### config.mk
export PLATFORM = sky130hd
export DESIGN_NAME = share_unmask
export DESIGN_NICKNAME = d
export VERILOG_FILES = /design/src/rtl/aes128_package.sv /design/src/rtl/share_unmask_reg.sv /design/src/rtl/share_unmask.sv
export SDC_FILE = /design/constraint.sdc
export NUM_CORES = 1
export LEC_CHECK = 0
export BUFFER_PORTS_ARGS = -buffer_cell sky130_fd_sc_hd__buf_2
export CAP_MARGIN = 20
export CELL_PAD_IN_SITES_DETAIL_PLACEMENT = 0
export CELL_PAD_IN_SITES_GLOBAL_PLACEMENT = 1
export CORE_AREA = 2 2 39 41
export CTS_CLUSTER_SIZE = 20
export DETAILED_ROUTE_END_ITERATION = 7
export DIE_AREA = 0 0 41 43
export GPL_ROUTABILITY_DRIVEN = 0
export PLACE_DENSITY = 0.7
export RECOVER_POWER = 50
export SLEW_MARGIN = 20
export SYNTH_ARGS = -nofsm -noshare
export SYNTH_HDL_FRONTEND = slang
export SYNTH_SLANG_ARGS = --single-unit
### constraint.sdc
create_clock -name in_clock -period 2.4 [get_ports in_clock]
set_input_delay 0.48 -clock in_clock [delete_from_list [all_inputs] [get_ports in_clock]]
set_output_delay 0.48 -clock in_clock [all_outputs]
set_load 0.01 [all_outputs]
### src/rtl/aes128_package.sv
// Shared types and constants for the share_unmask block.
package aes128_package;

  typedef enum logic [1:0] {
    ST_IDLE  = 2'd0,
    ST_ACCUM = 2'd1,
    ST_DONE  = 2'd2
  } share_unmask_state_t;

  // Supported range of Boolean share counts.
  localparam int unsigned SHARE_UNMASK_MIN_SHARES = 2;
  localparam int unsigned SHARE_UNMASK_MAX_SHARES = 5;

endpackage

### src/rtl/share_unmask_reg.sv
// Enable/clear register used to capture the share word.
module share_unmask_reg #(
  parameter int unsigned WIDTH = 8
) (
  input  logic             clk,
  input  logic             rst,
  input  logic             en,
  input  logic             clr,
  input  logic [WIDTH-1:0] d,
  output logic [WIDTH-1:0] q
);

  // Clear wins over load; otherwise hold.
  always_ff @(posedge clk or posedge rst) begin
    if (rst) begin
      q <= '0;
    end else if (clr) begin
      q <= '0;
    end else if (en) begin
      q <= d;
    end
  end

endmodule

### src/rtl/share_unmask.sv
// Recombines a Boolean-shared word by folding one share per cycle.
// Optional build macro: SHARE_UNMASK_CLEAR_EN zeroes the share register and
// accumulator when a word leaves DONE.
//
// state    | meaning
// ST_IDLE  | ready for a new shared word
// ST_ACCUM | folding share[idx] into acc, one share per cycle
// ST_DONE  | acc holds the unmasked word, waiting for in_ready
module share_unmask
  import aes128_package::*;
#(
  parameter int unsigned NUM_SHARES = 2,
  parameter int unsigned BIT_WIDTH  = 2
) (
  input  logic                                 in_clock,
  input  logic                                 in_reset,
  input  logic [NUM_SHARES-1:0][BIT_WIDTH-1:0] in_shares,
  input  logic                                 in_valid,
  output logic                                 out_ready,
  output logic [BIT_WIDTH-1:0]                 out_value,
  output logic                                 out_valid,
  input  logic                                 in_ready
);

  localparam int unsigned IDX_W = $clog2(NUM_SHARES);
  localparam logic [IDX_W-1:0] IDX_LAST = IDX_W'(NUM_SHARES - 1);

  if (NUM_SHARES < SHARE_UNMASK_MIN_SHARES || NUM_SHARES > SHARE_UNMASK_MAX_SHARES) begin : g_bad_shares
    $error("share_unmask: NUM_SHARES must be 2..5");
  end

  share_unmask_state_t                  state;
  share_unmask_state_t                  state_nxt;
  logic [NUM_SHARES-1:0][BIT_WIDTH-1:0] share_q;
  logic [BIT_WIDTH-1:0]                 acc;
  logic [IDX_W-1:0]                     idx;
  logic                                 accept;
  logic                                 last_fold;
  logic                                 done_exit;
  logic                                 wipe;

  assign out_ready = (state == ST_IDLE) && !in_reset;
  assign accept    = in_valid && out_ready;
  assign last_fold = (state == ST_ACCUM) && (idx == IDX_LAST);
  assign done_exit = (state == ST_DONE) && in_ready;

`ifdef SHARE_UNMASK_CLEAR_EN
  assign wipe = done_exit;
`else
  assign wipe = 1'b0;
`endif

  assign out_valid = (state == ST_DONE);
  assign out_value = out_valid ? acc : '0;

  share_unmask_reg #(
    .WIDTH(NUM_SHARES * BIT_WIDTH)
  ) u_share_reg (
    .clk(in_clock),
    .rst(in_reset),
    .en (accept),
    .clr(wipe),
    .d  (in_shares),
    .q  (share_q)
  );

  // State register.
  always_ff @(posedge in_clock or posedge in_reset) begin
    if (in_reset) begin
      state <= ST_IDLE;
    end else begin
      state <= state_nxt;
    end
  end

  // Next-state logic.
  always_comb begin
    state_nxt = state;
    case (state)
      ST_IDLE:  if (accept)    state_nxt = ST_ACCUM;
      ST_ACCUM: if (last_fold) state_nxt = ST_DONE;
      ST_DONE:  if (in_ready)  state_nxt = ST_IDLE;
      default:                 state_nxt = ST_IDLE;
    endcase
  end

  // Accumulator and share index; idx saturates at the last share.
  always_ff @(posedge in_clock or posedge in_reset) begin
    if (in_reset) begin
      acc <= '0;
      idx <= '0;
    end else if (accept) begin
      acc <= in_shares[0];
      idx <= IDX_W'(1);
    end else if (state == ST_ACCUM) begin
      acc <= acc ^ share_q[idx];
      if (!last_fold) begin
        idx <= idx + IDX_W'(1);
      end
    end else if (wipe) begin
      acc <= '0;
    end
  end

endmodule

==> impl_metrics.tcl, run 1 <==
set metrics [dict create \
    rr_endpoint "acc[1]" \
    placed_area_um2 490 \
    cts_resized 0 \
    synth-edff-count 0 \
    antenna_found_initial 0 \
    vias_per_cell 4.54 \
    die-area_um2 1760 \
    synth_cells 43 \
    synth_flop_cell "dfrtp_1" \
    postCtsSetupBuffers 0 \
    path_max_fanout 5 \
    fill_cells 151 \
    p_leak_nw 0.281 \
    synth.cell_area_um2 413 \
    hold_violations 0 \
    synth-compound-area-share_pct 6.36 \
    syn_to_final_growth_pct 24.8 \
    synth_top_family_by_area "simple AND/OR/NAND/NOR gates" \
    synth-async-reset-ratio_pct 100 \
    synthSimpleGateAreaFrac_pct 30.3 \
    final_area_um2 515 \
    crit_arrival_ns 1.18 \
    ys_types 17 \
    final_nets 67 \
    grt_max_degree 10 \
    synth-seq-cells 9 \
    synth_top_cell_area_share_pct 54.5 \
    grt_usage_pct 11.9 \
    worstMarginPinSlew_ns 0.350 \
    clock-sinks 9 \
    synth_area_per_cell_um2 9.60 \
    reg2regPathDepth 3 \
    setup-tns-final_ns 0 \
    synthTopCellsByCount "nand2_1 (12), dfrtp_1 (9), inv_1 (3), nand3_1 (3)" \
    synth_xor_area_share_pct 0 \
    grt_pass1_vias 286 \
    n_antenna_cell 0 \
    worstPathCellList "and2b_2, and2_1, buf_2" \
    die_x_um 41 \
    core_area_um2 1380 \
    clock_latency_ns 0.25 \
    power_density_nw_per_um2 780 \
    hp-class "input port to async pin" \
    grt_pass1_wl_um 1300 \
    cts_max_level 1 \
    post-route-min-period_ns 1.66 \
    path_clk_slew_ns 0.06 \
    yosysMostFrequentCell "nand2_1" \
    ys_top_cells_by_area "dfrtp_1 (55%), nand2_1 (11%), mux2i_1 (4.8%), nand3_1 (3.6%), o211ai_1 (3.6%)" \
    fmax_mhz 602 \
    outcome "complete, no violations" \
    maxCapViolCount 0 \
    holdWs_ns 0.207 \
    hpwl_um 578 \
    rows 14 \
    layout-drive-gt1-share_pct 27.6 \
    yosysSeqAreaShare_pct 54.5 \
    synthMuxAreaShare_pct 4.85 \
    tritoncts "built" \
    setup_viol 0 \
    vdd_drop_max_mv 0.279 \
    wire_per_inst_um 10.9 \
    cp-start-kind "register" \
    root_buffer "clkbuf_4" \
    rsz0062_at_grt "no" \
    skew_ns 0.00197 \
    overflow 0 \
    wl_um 804 \
    initial_core_util_pct 29.8 \
    r2r_slack_ns 0.94 \
    slowest_delay_ns 0.40 \
    synth_top_area_cell "dfrtp_1" \
    max_slew_margin_pct 76.6 \
    ctsHoldBuffers 0 \
    synthAdderAreaFrac_pct 0 \
    antenna_left 0 \
    port_buffers 11 \
    rr_startpoint "state[0]" \
    drtIter0Drc 2 \
    routed-via-count 336 \
    criticalPathCategory "register to output pin" \
    critPathSlowestCell "dfrtp_1" \
    synth_nets 51 \
    drc 0 \
    cts_max_path_buffers 2 \
    boundaryPins 12 \
    drt-pass1-iter-count 4 \
    end_kind "output pin" \
    drv_slew 0 \
    required_ns 1.92 \
    cts_buffers 3 \
    die_h_um 43 \
    finalCritPeriodShare_pct 69.2 \
    yosys_warnings 0 \
]
## registers in the layout, indices dropped and copies added (netlist names)
signal / flops
u_share_reg.q: 4
acc: 2
state: 2
idx: 1
## final cells by class
| class | instances | area [um^2] | area share, % |
|---|---|---|---|
| clock buffers | 4 | 26.3 | 5.10 |
| inverters | 3 | 11.3 | 2.18 |
| multi-input cells | 30 | 171 | 33.3 |
| flip-flops and latches | 9 | 225 | 43.7 |
| well taps | 16 | 20.0 | 3.88 |
| repair buffers | 12 | 61.3 | 11.9 |
## per-layer routing
metal,track usage (%),part of all wire [%]
met2,13.4,38
met3,4.71,7.1
met1,16.7,53
met4,10.0,1.5
met5,0,0
## stage by stage
| stage | util [%] | worst slack [ns] | instances | power, W |
|---|---|---|---|---|
| 2_1_floorplan | - | 1.02 | 43 | 0.000260 |
| 3_3_place_gp | 35.4 | 0.815 | 70 | 0.000289 |
| 3_5_place_dp | 35.4 | 0.812 | 70 | 0.000291 |
| 4_1_cts | 37.3 | 0.728 | 74 | 0.000410 |
| 5_1_grt | 37.3 | 0.677 | 74 | 0.000433 |
| 6_report | 37.3 | 0.739 | 74 | 0.000402 |
## report_power, final
group,leakage (nW),internal [W],switching [W]
clock,0.0150,0.0000640,0.0000520
sequential,0.109,0.000184,0.0000206
combinational,0.156,0.0000396,0.0000421
total,0.281,0.000288,0.000115
## worst max-delay path: cells and delay by family (launching register included)
family	cells	cell delay, ns
buffers and inverters	1	0.13
flip-flops	1	0.40
AND/OR/NAND/NOR	2	0.40
## worst max path at each step
stage	slack (ns)	endpoint	cells after the start	startpoint
6_report	0.74	out_value[1]	3	state[0]
5_1_grt	0.68	out_value[0]	3	state[0]
4_1_cts	0.73	out_value[1]	3	state[0]
3_5_place_dp	0.81	acc[1]	4	in_reset
3_3_place_gp	0.82	acc[1]	4	in_reset
2_1_floorplan	1.02	acc[0]	4	in_reset
## cells by family (layout without fill, tap and decap cells)
kind of cell / count (synthesis) / after routing
AOI/OAI and AO/OA: 4 / 4
buffers and inverters: 4 / 19
DFF: 9 / 9
muxes: 2 / 2
and+or+nand+nor: 24 / 24
## cell usage in the layout (no fill, tap or decap)
master	instances
or3_1	1
buf_4	1
dfrtp_1	9
nor3_1	1
o22ai_1	1
inv_1	3
o211ai_1	2
and2_1	2
clkbuf_4	3
nand2b_1	1
and2b_2	1
buf_2	10
or4b_1	1
nand2_1	12
o21ai_0	1
nor4b_1	1
nand3_1	3
mux2i_1	2
clkbuf_1	2
or3_2	1
Note: power is estimated with default switching activity, not from simulation.
==> inputs of run 2 (changes only) <==
--- a/config.mk
+++ b/config.mk
@@ -5,16 +5,16 @@
 export SDC_FILE = /design/constraint.sdc
 export NUM_CORES = 1
 export LEC_CHECK = 0
+export ABC_AREA = 1
 export BUFFER_PORTS_ARGS = -buffer_cell sky130_fd_sc_hd__buf_2
 export CAP_MARGIN = 20
 export CELL_PAD_IN_SITES_DETAIL_PLACEMENT = 0
 export CELL_PAD_IN_SITES_GLOBAL_PLACEMENT = 1
-export CORE_AREA = 2 2 39 41
+export CORE_UTILIZATION = 33
 export CTS_CLUSTER_SIZE = 20
 export DETAILED_ROUTE_END_ITERATION = 7
-export DIE_AREA = 0 0 41 43
 export GPL_ROUTABILITY_DRIVEN = 0
-export PLACE_DENSITY = 0.7
+export PLACE_DENSITY = 0.76
 export RECOVER_POWER = 50
 export SLEW_MARGIN = 20
 export SYNTH_ARGS = -nofsm -noshare
==> constraint.sdc (replaced) <==
create_clock -name in_clock -period 1.7 [get_ports in_clock]
set_input_delay 0.34 -clock in_clock [delete_from_list [all_inputs] [get_ports in_clock]]
set_output_delay 0.34 -clock in_clock [all_outputs]
set_load 0.01 [all_outputs]
==> run 2 against run 1 <==
  * Count of clock-buffer cells in the layout is the same
  * Critical path type unchanged
  * Non-clock buffer count stayed put
  * Final cell count increased by 24%
  * Via count rose by 25%
  * Clock skew fell by 0.0011 ns
  * Hold slack got worse by 0.0026 ns
==> impl_metrics.tcl, run 2 <==
set metrics [dict create \
    final_cell_mix "nand2_1 (23), inv_1 (11), buf_2 (11)" \
    synth-seq-cells 9 \
    cts_resized 0 \
    regArea_um2 225 \
    antenna_found_initial 0 \
    path_clk_slew_ns 0.06 \
    required_ns 1.36 \
    antenna_left 0 \
    yosysMostFrequentCell "nand2_1" \
    p_comb_share_pct 28.2 \
    max_slew_margin_pct 67.2 \
    vias_per_cell 4.55 \
    layout-drive-gt1-share_pct 20.5 \
    setup-tns-final_ns 0 \
    drtIter0Drc 13 \
    drt-pass1-iter-count 4 \
    cts_max_path_buffers 2 \
    synthTopCellsByCount "nand2_1 (23), inv_1 (11), dfrtp_1 (9)" \
    p_leak_nw 0.315 \
    synth_area_per_cell_um2 7.29 \
    wl_met3_um 52 \
    grt_max_degree 10 \
    top_regs "u_share_reg.q (4), acc (2), state (2)" \
    seqPwrFrac_pct 46.4 \
    overflow 0 \
    power_switching_w 0.000216 \
    die_x_um 39.0 \
    synth-async-reset-ratio_pct 100 \
    hpwl_um 715 \
    hold_violations 0 \
    regMostFlops "u_share_reg.q" \
    yosysSeqAreaShare_pct 49.9 \
    boundaryPins 12 \
    dp_cells 88 \
    clock-sinks 9 \
    cts_buffers 3 \
    route.top_layer_used "met3" \
    crit_arrival_ns 1.17 \
    grt_usage_pct 14.7 \
    wl_um 931 \
    ys_top_cells_by_area "dfrtp_1 (50%), nand2_1 (19%), inv_1 (9.1%), nand3_1 (6.6%), o21ai_0 (5.5%)" \
    die-area_um2 1520 \
    intPower_w 0.000428 \
    skew_ns 0.000904 \
    initial_core_util_pct 38.1 \
    yosys_warnings 0 \
    n_antenna_cell 0 \
    port_buffers 11 \
    hp-class "input port to async pin" \
    synth_top_area_cell "dfrtp_1" \
    cp-start-kind "register" \
    wire_per_inst_um 10.1 \
    die_h_um 39.0 \
    fill_cells 129 \
    root_buffer "clkbuf_4" \
    worstMarginPinSlew_ns 0.492 \
    largest_register_ffs 4 \
    cts_max_level 1 \
    path_max_fanout 4 \
    core_area_um2 1190 \
    wl_met2_um 435 \
    finalCritPeriodShare_pct 88.7 \
    criticalPathCategory "register to output pin" \
    p_clk_share_pct 25.4 \
    fmax_mhz 664 \
    drc 0 \
    met1Wirelength_um 443 \
    postCtsSetupBuffers 0 \
    post-route-min-period_ns 1.51 \
    final_cells 92 \
    ys_types 11 \
    layout_commonest_cell "nand2_1" \
    syn_to_final_growth_pct 21.6 \
    synth-edff-count 0 \
    synth_nets 70 \
    rsz0062_at_grt "no" \
    drv_slew 0 \
    grt_pass1_wl_um 1480 \
    end_kind "output pin" \
    synth.cell_area_um2 452 \
    tritoncts "built" \
    multiInputGateArea_um2 175 \
    swShare_pct 33.5 \
    outcome "complete, no violations" \
    reg2regPathDepth 7 \
    synth_flop_cell "dfrtp_1" \
    setup_viol 0 \
    routed-via-count 419 \
    maxCapViolCount 0 \
    grt_pass1_vias 377 \
    synth_cells 62 \
    synth_top_cell_area_share_pct 49.9 \
    clock_latency_ns 0.25 \
    rows 12 \
    ctsHoldBuffers 0 \
    final_nets 87 \
    power_density_nw_per_um2 1170 \
    vdd_drop_max_mv 0.497 \
]
## run 2: logic make-up after synthesis
kind of cell           Yosys count  synth area share, %
AO/OA/AOI/OAI                    6                 6.93
flip-flops                       9                 49.9
AND/OR/NAND/NOR                 35                 33.0
buffers and inverters           12                 10.2
## run 2: routing by layer
metal	vias up	track usage (%)
li1	222	-
met1	186	18.6
met2	11	22.9
met3	0	3.47
met4	0	7.76
met5	-	0
## run 2: worst max-delay path: stages (launching register included)
cell	delay, ns
dfrtp_1	0.41
nor2_1	0.17
inv_1	0.09
nor2_1	0.10
buf_2	0.14
## run 2: through the flow
step | hold slack (ns) | setup slack [ns] | instance area [um^2] | util, % | total power [W]
6_report | 0.204 | 0.193 | 549 | 46.3 | 0.000644
5_1_grt | 0.253 | 0.111 | 549 | 46.3 | 0.000700
4_1_cts | 0.101 | 0.184 | 558 | 47.0 | 0.000655
3_5_place_dp | 0.385 | 0.468 | 532 | 44.8 | 0.000486
3_3_place_gp | 0.376 | 0.498 | 532 | 44.8 | 0.000486
2_1_floorplan | 0.184 | 0.477 | 452 | - | 0.000432
## run 2: power by group through the flow
stage	sequential (W)	clock (W)	combinational, W
floorplan	0.000295	0	0.000137
global placement	0.000303	0	0.000182
detailed placement	0.000303	0	0.000183
CTS	0.000299	0.000170	0.000186
global route	0.000306	0.000181	0.000213
finish	0.000299	0.000164	0.000182
## run 2: final cells by class
type,instances,share of cell area [%]
Sequential cell,9,41.0
Multi-Input combinational cell,41,31.9
Timing Repair Buffer,12,10.7
Inverter,12,8.43
Clock buffer,4,4.78
Tap cell,14,3.19
## run 2: worst paths after layout
path	endpoint	from	slack, ns
max in group asynchronous	idx	in_reset	1.17
min reg2reg	acc[1]	acc[1]	0.51
max	out_value[1]	state[0]	0.19
max reg2reg	acc[0]	state[0]	0.51
min in group in_clock	state[1]	in_ready	0.28
min	u_share_reg.q[3]	in_reset	0.20
